File: config.mk
export PLATFORM = sky130hd
export DESIGN_NAME = time_set_entry
export DESIGN_NICKNAME = d
export VERILOG_FILES = /design/src/rtl/time_set_entry.sv
export SDC_FILE = /design/constraint.sdc
export NUM_CORES = 1
export LEC_CHECK = 0
export ABC_CLOCK_PERIOD_IN_PS = 4890
export BUFFER_PORTS_ARGS = -buffer_cell sky130_fd_sc_hd__buf_4
export CORE_MARGIN = 3
export CORE_UTILIZATION = 45
export DETAILED_ROUTE_END_ITERATION = 12
export GPL_ROUTABILITY_DRIVEN = 0
export MAX_ROUTING_LAYER = met4
export PLACE_DENSITY = 0.68
export REMOVE_ABC_BUFFERS = 1
export SLEW_MARGIN = 20
export SYNTH_ARGS = -nofsm -noshare
export SYNTH_HDL_FRONTEND = slang
export SYNTH_SLANG_ARGS = --single-unit
File: constraint.sdc
create_clock -name clk -period 4.89 [get_ports clk]
set_input_delay 0.489 -clock clk [delete_from_list [all_inputs] [get_ports clk]]
set_output_delay 0.489 -clock clk [all_outputs]
set_load 0.02 [all_outputs]
File: src/rtl/time_set_entry.sv
// ---------------------------------------------------------------------------
// time_set_entry
//
// Keypad-side writer for the alarm clock counter's load interface. The user
// types four BCD digits in HH:MM order. A set-time command then commits them.
// A successful commit raises load_new_c for exactly one cycle. During that
// cycle the digit outputs hold the new time steady. An abandoned entry is
// cleared after TIMEOUT_SEC one_second ticks with no digit typed.
//
// Configuration macro:
//   TIME_RANGE_CHECK_EN : when defined, a commit of an out-of-range time
//                         (hours > 23 or tens-of-minutes > 5) is rejected.
//                         When undefined, any commit with four digits loads.
//
// Parameters:
//   TIMEOUT_SEC : one_second ticks without a key before ENTRY is abandoned
//                 (2..255)
//
// Ports:
//   clk                      system clock
//   reset                    asynchronous, active-high reset
//   one_second               one-cycle tick, once per second
//   key_valid                one-cycle strobe qualifying key
//   key[3:0]                 key code, 0-9 digits, 10-15 ignored
//   set_time                 one-cycle commit request
//   cancel                   one-cycle abort request
//   new_current_time_*[3:0]  registered HH:MM digits presented to the counter
//   load_new_c               one-cycle load strobe to the counter
//   entry_active             high while an entry is in progress
//   entry_error              one-cycle pulse on a rejected commit
//   entry_timeout            one-cycle pulse when an entry is abandoned
//   digit_count[2:0]         digits captured so far, saturating at 4
// ---------------------------------------------------------------------------
module time_set_entry #(
    parameter int unsigned TIMEOUT_SEC = 10
) (
    input  logic       clk,
    input  logic       reset,
    input  logic       one_second,
    input  logic       key_valid,
    input  logic [3:0] key,
    input  logic       set_time,
    input  logic       cancel,
    output logic [3:0] new_current_time_ms_hr,
    output logic [3:0] new_current_time_ls_hr,
    output logic [3:0] new_current_time_ms_min,
    output logic [3:0] new_current_time_ls_min,
    output logic       load_new_c,
    output logic       entry_active,
    output logic       entry_error,
    output logic       entry_timeout,
    output logic [2:0] digit_count
);

    localparam logic [7:0] TIMEOUT_LIMIT = 8'(TIMEOUT_SEC);

    typedef enum logic [1:0] {
        IDLE  = 2'd0,
        ENTRY = 2'd1,
        LOAD  = 2'd2,
        ERROR = 2'd3
    } state_t;

    state_t     state;
    state_t     state_next;

    logic [7:0] timeout_cnt;
    logic [7:0] timeout_cnt_next;
    logic [7:0] timeout_cnt_inc;

    logic [3:0] ms_hr_next;
    logic [3:0] ls_hr_next;
    logic [3:0] ms_min_next;
    logic [3:0] ls_min_next;
    logic [2:0] count_next;

    logic       load_next;
    logic       active_next;
    logic       error_next;
    logic       timeout_next;

    logic       digit_key;
    logic       time_ok;
    logic       tick_expired;
    logic       do_shift;
    logic       do_clear;

    assign digit_key       = key_valid && (key <= 4'd9);
    assign timeout_cnt_inc = timeout_cnt + 8'd1;
    assign tick_expired    = one_second && (timeout_cnt_inc == TIMEOUT_LIMIT);

    // The range check looks at the digits already captured. It does not look
    // at a key arriving in the same cycle as set_time, because that key is
    // dropped.
`ifdef TIME_RANGE_CHECK_EN
    always_comb begin
        time_ok = (new_current_time_ms_hr <= 4'd2)
               && ((new_current_time_ms_hr == 4'd2) ? (new_current_time_ls_hr <= 4'd3)
                                                    : (new_current_time_ls_hr <= 4'd9))
               && (new_current_time_ms_min <= 4'd5)
               && (new_current_time_ls_min <= 4'd9);
    end
`else
    assign time_ok = 1'b1;
`endif

    // State register.
    always_ff @(posedge clk or posedge reset) begin
        if (reset) begin
            state <= IDLE;
        end else begin
            state <= state_next;
        end
    end

    // Next-state decode and the next values of every registered output.
    // Inside ENTRY the if/else order sets the exit priority:
    // cancel, then set_time, then timeout, then a digit key.
    // Any return to IDLE clears the digits and the count. So does the exit
    // from the single-cycle LOAD state, which means the counter sees the
    // new time for exactly the cycle in which load_new_c is high.
    always_comb begin
        state_next       = state;
        timeout_cnt_next = timeout_cnt;
        count_next       = digit_count;
        error_next       = 1'b0;
        timeout_next     = 1'b0;
        do_shift         = 1'b0;
        do_clear         = 1'b0;

        case (state)
            IDLE: begin
                timeout_cnt_next = 8'd0;
                if (digit_key) begin
                    state_next = ENTRY;
                    do_shift   = 1'b1;
                    count_next = 3'd1;
                end
            end

            ENTRY: begin
                if (cancel) begin
                    state_next       = IDLE;
                    do_clear         = 1'b1;
                    timeout_cnt_next = 8'd0;
                end else if (set_time) begin
                    timeout_cnt_next = 8'd0;
                    if ((digit_count == 3'd4) && time_ok) begin
                        state_next = LOAD;
                    end else begin
                        state_next = ERROR;
                        error_next = 1'b1;
                    end
                end else if (tick_expired) begin
                    state_next       = IDLE;
                    do_clear         = 1'b1;
                    timeout_next     = 1'b1;
                    timeout_cnt_next = 8'd0;
                end else begin
                    if (one_second) begin
                        timeout_cnt_next = timeout_cnt_inc;
                    end
                    if (digit_key) begin
                        do_shift         = 1'b1;
                        timeout_cnt_next = 8'd0;
                        if (digit_count != 3'd4) begin
                            count_next = digit_count + 3'd1;
                        end
                    end
                end
            end

            LOAD: begin
                state_next       = IDLE;
                do_clear         = 1'b1;
                timeout_cnt_next = 8'd0;
            end

            ERROR: begin
                state_next       = IDLE;
                do_clear         = 1'b1;
                timeout_cnt_next = 8'd0;
            end

            default: begin
                state_next       = IDLE;
                do_clear         = 1'b1;
                timeout_cnt_next = 8'd0;
            end
        endcase

        ms_hr_next  = new_current_time_ms_hr;
        ls_hr_next  = new_current_time_ls_hr;
        ms_min_next = new_current_time_ms_min;
        ls_min_next = new_current_time_ls_min;
        if (do_clear) begin
            ms_hr_next  = 4'd0;
            ls_hr_next  = 4'd0;
            ms_min_next = 4'd0;
            ls_min_next = 4'd0;
            count_next  = 3'd0;
        end else if (do_shift) begin
            ms_hr_next  = new_current_time_ls_hr;
            ls_hr_next  = new_current_time_ms_min;
            ms_min_next = new_current_time_ls_min;
            ls_min_next = key;
        end

        load_next   = (state_next == LOAD);
        active_next = (state_next == ENTRY);
    end

    // The digits, the count, the timeout counter and the status flags are
    // all registered. The flags are loaded from the next-state decode, so
    // each one is high in exactly the cycle its state or event applies to.
    always_ff @(posedge clk or posedge reset) begin
        if (reset) begin
            new_current_time_ms_hr  <= 4'd0;
            new_current_time_ls_hr  <= 4'd0;
            new_current_time_ms_min <= 4'd0;
            new_current_time_ls_min <= 4'd0;
            digit_count             <= 3'd0;
            timeout_cnt             <= 8'd0;
            load_new_c              <= 1'b0;
            entry_active            <= 1'b0;
            entry_error             <= 1'b0;
            entry_timeout           <= 1'b0;
        end else begin
            new_current_time_ms_hr  <= ms_hr_next;
            new_current_time_ls_hr  <= ls_hr_next;
            new_current_time_ms_min <= ms_min_next;
            new_current_time_ls_min <= ls_min_next;
            digit_count             <= count_next;
            timeout_cnt             <= timeout_cnt_next;
            load_new_c              <= load_next;
            entry_active            <= active_next;
            entry_error             <= error_next;
            entry_timeout           <= timeout_next;
        end
    end

endmodule

# After elaboration in Yosys (flattened, before gate mapping)
# Index checks and enable logic that the tools add are counted.
# totals
regBits	33
in_bits	10
wordCells	80
# op_classes
n_addsub	2
order_cmp	1
eq_ne	15
mux	43
n_reduce_logical	8
# op_table
operator	n
8-bit 2-to-1 mux	5
4-bit 2-to-1 mux	8
3-bit 2-to-1 mux	7
3-bit inequality test, second input constant	7
8-bit one-hot mux with 2 select lines	1
1-bit 2-to-1 mux	14
8-bit by 1-bit adder with 8-bit output, second input constant	1
8-bit by 4-bit == test with 1-bit output, second input constant	1
2-bit 2-to-1 mux	4
7-bit AND reduction	1
2-bit == test, second input constant	3
6-bit inequality test, second input constant	1
2-bit one-hot mux with 3 select lines	1
3-bit one-hot mux with 2 select lines	1
2-bit by 1-bit == test with 1-bit output, second input constant	2
4-bit less-or-equal comparator, second input constant	1
1-bit one-hot mux with 2 select lines	2
3-bit by 1-bit adder with 3-bit output, second input constant	1
3-bit == test, second input constant	1
3-bit nonzero test	1
3-bit OR reduction	1
1-bit logical AND	2
2-bit zero test	1
2-bit nonzero test	1
2-bit OR reduction	1

# Logic depth before layout (Yosys ltp)
# depth
ltp_word	9
mapped_depth	8
ltp_nobuf	7

# Worst setup path before layout
# Ideal clock, no wire load.
# synth_path
path_type	register to register
from	register timeout_cnt[0]
to	register new_current_time_ls_min[1]
arrival_ns	1.845
required_ns	4.764
setup_slack_ns	2.919
stages_incl_launch_ff	8
synth_period_minus_slack_ns	1.971
cell_sequence	dfrtp_1 > ha_1 > xor2_1 > nor3_4 > o2111ai_2 > a21oi_4 > buf_6 > a21oi_1
# synth_via
elab_chain_cells	8
# synth_lines
item	line_no	rtl
start: declaration	67	logic [7:0] timeout_cnt;
start signal: assignment	234	timeout_cnt <= timeout_cnt_next;
8-bit by 1-bit adder with 8-bit output *	89	assign timeout_cnt_inc = timeout_cnt + 8'd1;
8-bit by 4-bit == test with 1-bit output *	90	assign tick_expired = one_second && (timeout_cnt_inc == TIMEOUT_LIMIT);
1-bit logical AND *	90	
1-bit 2-to-1 mux	154	end else if (tick_expired) begin
1-bit 2-to-1 mux	146	end else if (set_time) begin
1-bit 2-to-1 mux	142	if (cancel) begin
1-bit one-hot mux with 2 select lines	131	case (state)
4-bit 2-to-1 mux / 2-bit nonzero test (equally long branches)	-	
end signal: assignment	232	new_current_time_ls_min <= ls_min_next;
end: declaration	47	output logic [3:0] new_current_time_ls_min,
# Mark *: on every way between the ends. The rest lies on a longest branch, timed or not.
# A chain may end at the register's enable or synchronous reset.

# Final worst setup path
# layout_path
from	register timeout_cnt[0]
to	register new_current_time_ms_hr[3]
# layout_via
elab_chain_cells	8
# layout_lines
item	line_no	rtl
8-bit by 1-bit adder with 8-bit output *	89	
8-bit by 4-bit == test with 1-bit output *	90	
1-bit logical AND *	90	
1-bit 2-to-1 mux	154	
1-bit 2-to-1 mux	146	
1-bit 2-to-1 mux	142	
1-bit one-hot mux with 2 select lines	131	
4-bit 2-to-1 mux / 2-bit nonzero test (equally long branches)	-	
end signal: assignment	229	new_current_time_ms_hr <= ms_hr_next;
end: declaration	44	output logic [3:0] new_current_time_ms_hr,
# Marks and branches as above.

==> flow_summary.toml <==
[outcome]
status = "finished, final reports clean"

[clock_network]
cts_resized = 0
cts_tree = "yes"
cts_sinks = 33
cts_setup_buffers = 0
clockBufferDepth = 2
hold_buffers = 0
cts_max_level = 2
clk_pin_slew_ns = 0.07
cts_made_buffers = 5
worstSkewPairLatency_ns = 0.28
root_buffer = "clkbuf_8"

[logic_synthesis]
syn_avg_cell_area_sq_um = 10.3
yosysWarnings = 0
netlist_area_sq_um = 1790
synth-edff-count = 0
synthArstFlopShare_pct = 100
ys_top_cells_by_area = "dfrtp_1, o21ai_0, nand3_1, a21oi_1, ha_1"
synthDominantCellAreaShare_pct = 46.2
netlist.top_cell.by_area = "dfrtp_1"
ys_ff_latch = 33
syn_inst = 173
synth-seq-area-share_pct = 46.2
synth.distinct_cells = 42
yosys_most_used_dff = "dfrtp_1"

[critical_path]
critPathKind = "flip-flop to flip-flop"
crit_path_max_fanout = 16
endpoint_kind = "flip-flop"
cp.arrival_ns = 2.40
worst_setup_path_start_kind = "flip-flop"
cp.required_ns = 5.03

[sta]
setup_viol = 0
slew_violations = 0
fmax_mhz = 442
hold_viol_final = 0
relSlewSlack_pct = 53.8
tns_ns = 0
hold_ws_ns = 0.282
setup_ws_ns = 2.63
rsz0062_at_grt = "false"
min_period_ns = 2.26
clock_skew_ns = 0.00871
fin_crit_sh_pct = 46.3
worstMarginPinSlew_ns = 0.693

[final_layout]
drive_gt1_share_pct = 29.7
final_cell_mix = "buf_4, dfrtp_1, o21ai_0"
post-route-util_pct = 57.1
design_area_sq_um = 2140
fin_cells = 257
mostFrequentLayoutCell = "buf_4"
synthToLayoutAreaGrowth_pct = 19.7
nets = 222
n_antenna_cell = 0

[detailed_routing]
drt_wl_total_um = 3930
drc = 0
vias = 1470
ant_nets = 0
drt_iter0_drc = 70
firstDrtPassIters = 4
viasPerCell = 5.72
routedWlPerCell_um = 15.3

[global_routing]
track_usage_pct = 18.0
antenna_found_initial = 0
first_global_vias = 1466
grt-ovfl-total = 0
grt_max_degree = 34
grt_pass1_wl_um = 6720

[die]
rows = 22
initial_core_util_pct = 47.7
die_y_um = 69.0
core_area_sq_um = 3740
dieArea_sq_um = 4760
die_x_um = 69.0
io_pins = 33

[power_and_ir_drop]
comb_power_share_pct = 27.2
swShare_pct = 32.5
total_power_mw = 0.716
sequentialPowerShare_pct = 45.8
clockPowerShare_pct = 27.0
p_per_area_nw_per_um2 = 335
p_int_mw = 0.483
p_leak_nw = 0.944
irDropWorstVdd_v = 0.000218
p_sw_mw = 0.233

[placed_design]
dp_cells = 249
preCtsSetupSlack_ns = 2.63
dpl.hpwl_um = 2820
placed_area_sq_um = 2060
portBuffers = 32

[min_path]
hold_class = "input pin to asynchronous set/reset pin"

[flow_run]
maxCapViolCount = 0
-- power groups by stage --
stage | Clock, mW | Combinational (mW) | Sequential [mW]
finish | 0.193 | 0.195 | 0.328
global route | 0.211 | 0.212 | 0.333
CTS | 0.200 | 0.197 | 0.328
detailed placement | 0 | 0.197 | 0.332
floorplan | 0 | 0.0837 | 0.364
global placement | 0 | 0.194 | 0.331
-- worst paths after layout --
kind	cells past startpoint	from	end	slack [ns]
min in group clk	2	one_second	timeout_cnt[1]	0.46
max in group asynchronous	3	reset	new_current_time_ls_min[3]	4.29
worst max register to register	6	timeout_cnt[0]	new_current_time_ms_hr[3]	2.63
worst min register to register	2	new_current_time_ms_min[0]	new_current_time_ls_hr[0]	0.55
worst max-delay path	6	timeout_cnt[0]	new_current_time_ms_hr[3]	2.63
worst min-delay path	3	reset	new_current_time_ls_hr[2]	0.28
-- logic make-up (layout without fill, tap and decap cells) --
kind of cell / Yosys count / count (layout) / share of synthesized area (%)
XOR/XNOR: 9 / 9 / 5.46
multiplexers: 2 / 2 / 1.12
AO/OA/AOI/OAI: 52 / 52 / 21.4
flip-flops: 33 / 33 / 46.2
buffers and inverters: 13 / 49 / 3.92
AND/OR/NAND/NOR: 60 / 60 / 19.1
adder cells (fa/ha/maj): 4 / 4 / 2.80
-- metal layers --
metal | GRT usage [%] | wire [um] | vias to the layer above
met5 | - | 0 | -
met4 | 10.6 | 119 | 0
met3 | 4.52 | 200 | 12
met2 | 27.0 | 1950 | 49
met1 | 21.9 | 1660 | 719
li1 | - | - | 690
-- sequential cells by signal, summed over array words and instances, names as in the netlist --
signal                   flops
digit_count                  3
new_current_time_ms_hr       4
state                        2
entry_timeout                1
entry_error                  1
load_new_c                   1
new_current_time_ls_hr       4
entry_active                 1
new_current_time_ms_min      4
timeout_cnt                  8
new_current_time_ls_min      4
-- critical path, stage by stage, from the launching register on --
cell,delay (ns)
dfrtp_1,0.46
ha_1,0.30
xor2_1,0.21
nor3_4,0.31
o2111ai_2,0.25
a21oi_4,0.49
a21oi_1,0.10
-- final cells by class --
cell class	instances	area (sq um)
clock buffers	8	80.1
fillers	343	1610
inverters	7	26.3
multi-input cells	127	891
flip-flops and latches	33	826
well taps	48	60.1
repair buffers	34	255
-- synth_stat cells (2+ instances only) --
cell     count
dfrtp_1     33
o21ai_0     20
nand3_1     18
a21oi_1     15
nor2_1      13
nand2_1     12
inv_1        7
xor2_1       5
ha_1         4
a21oi_2      3
nand4_1      3
xnor2_1      3
a21oi_4      2
a31oi_1      2
buf_2        2
buf_6        2
mux2i_1      2
nand3_2      2
nor3_1       2
No activity file was read; power rests on OpenSTA's default activity.
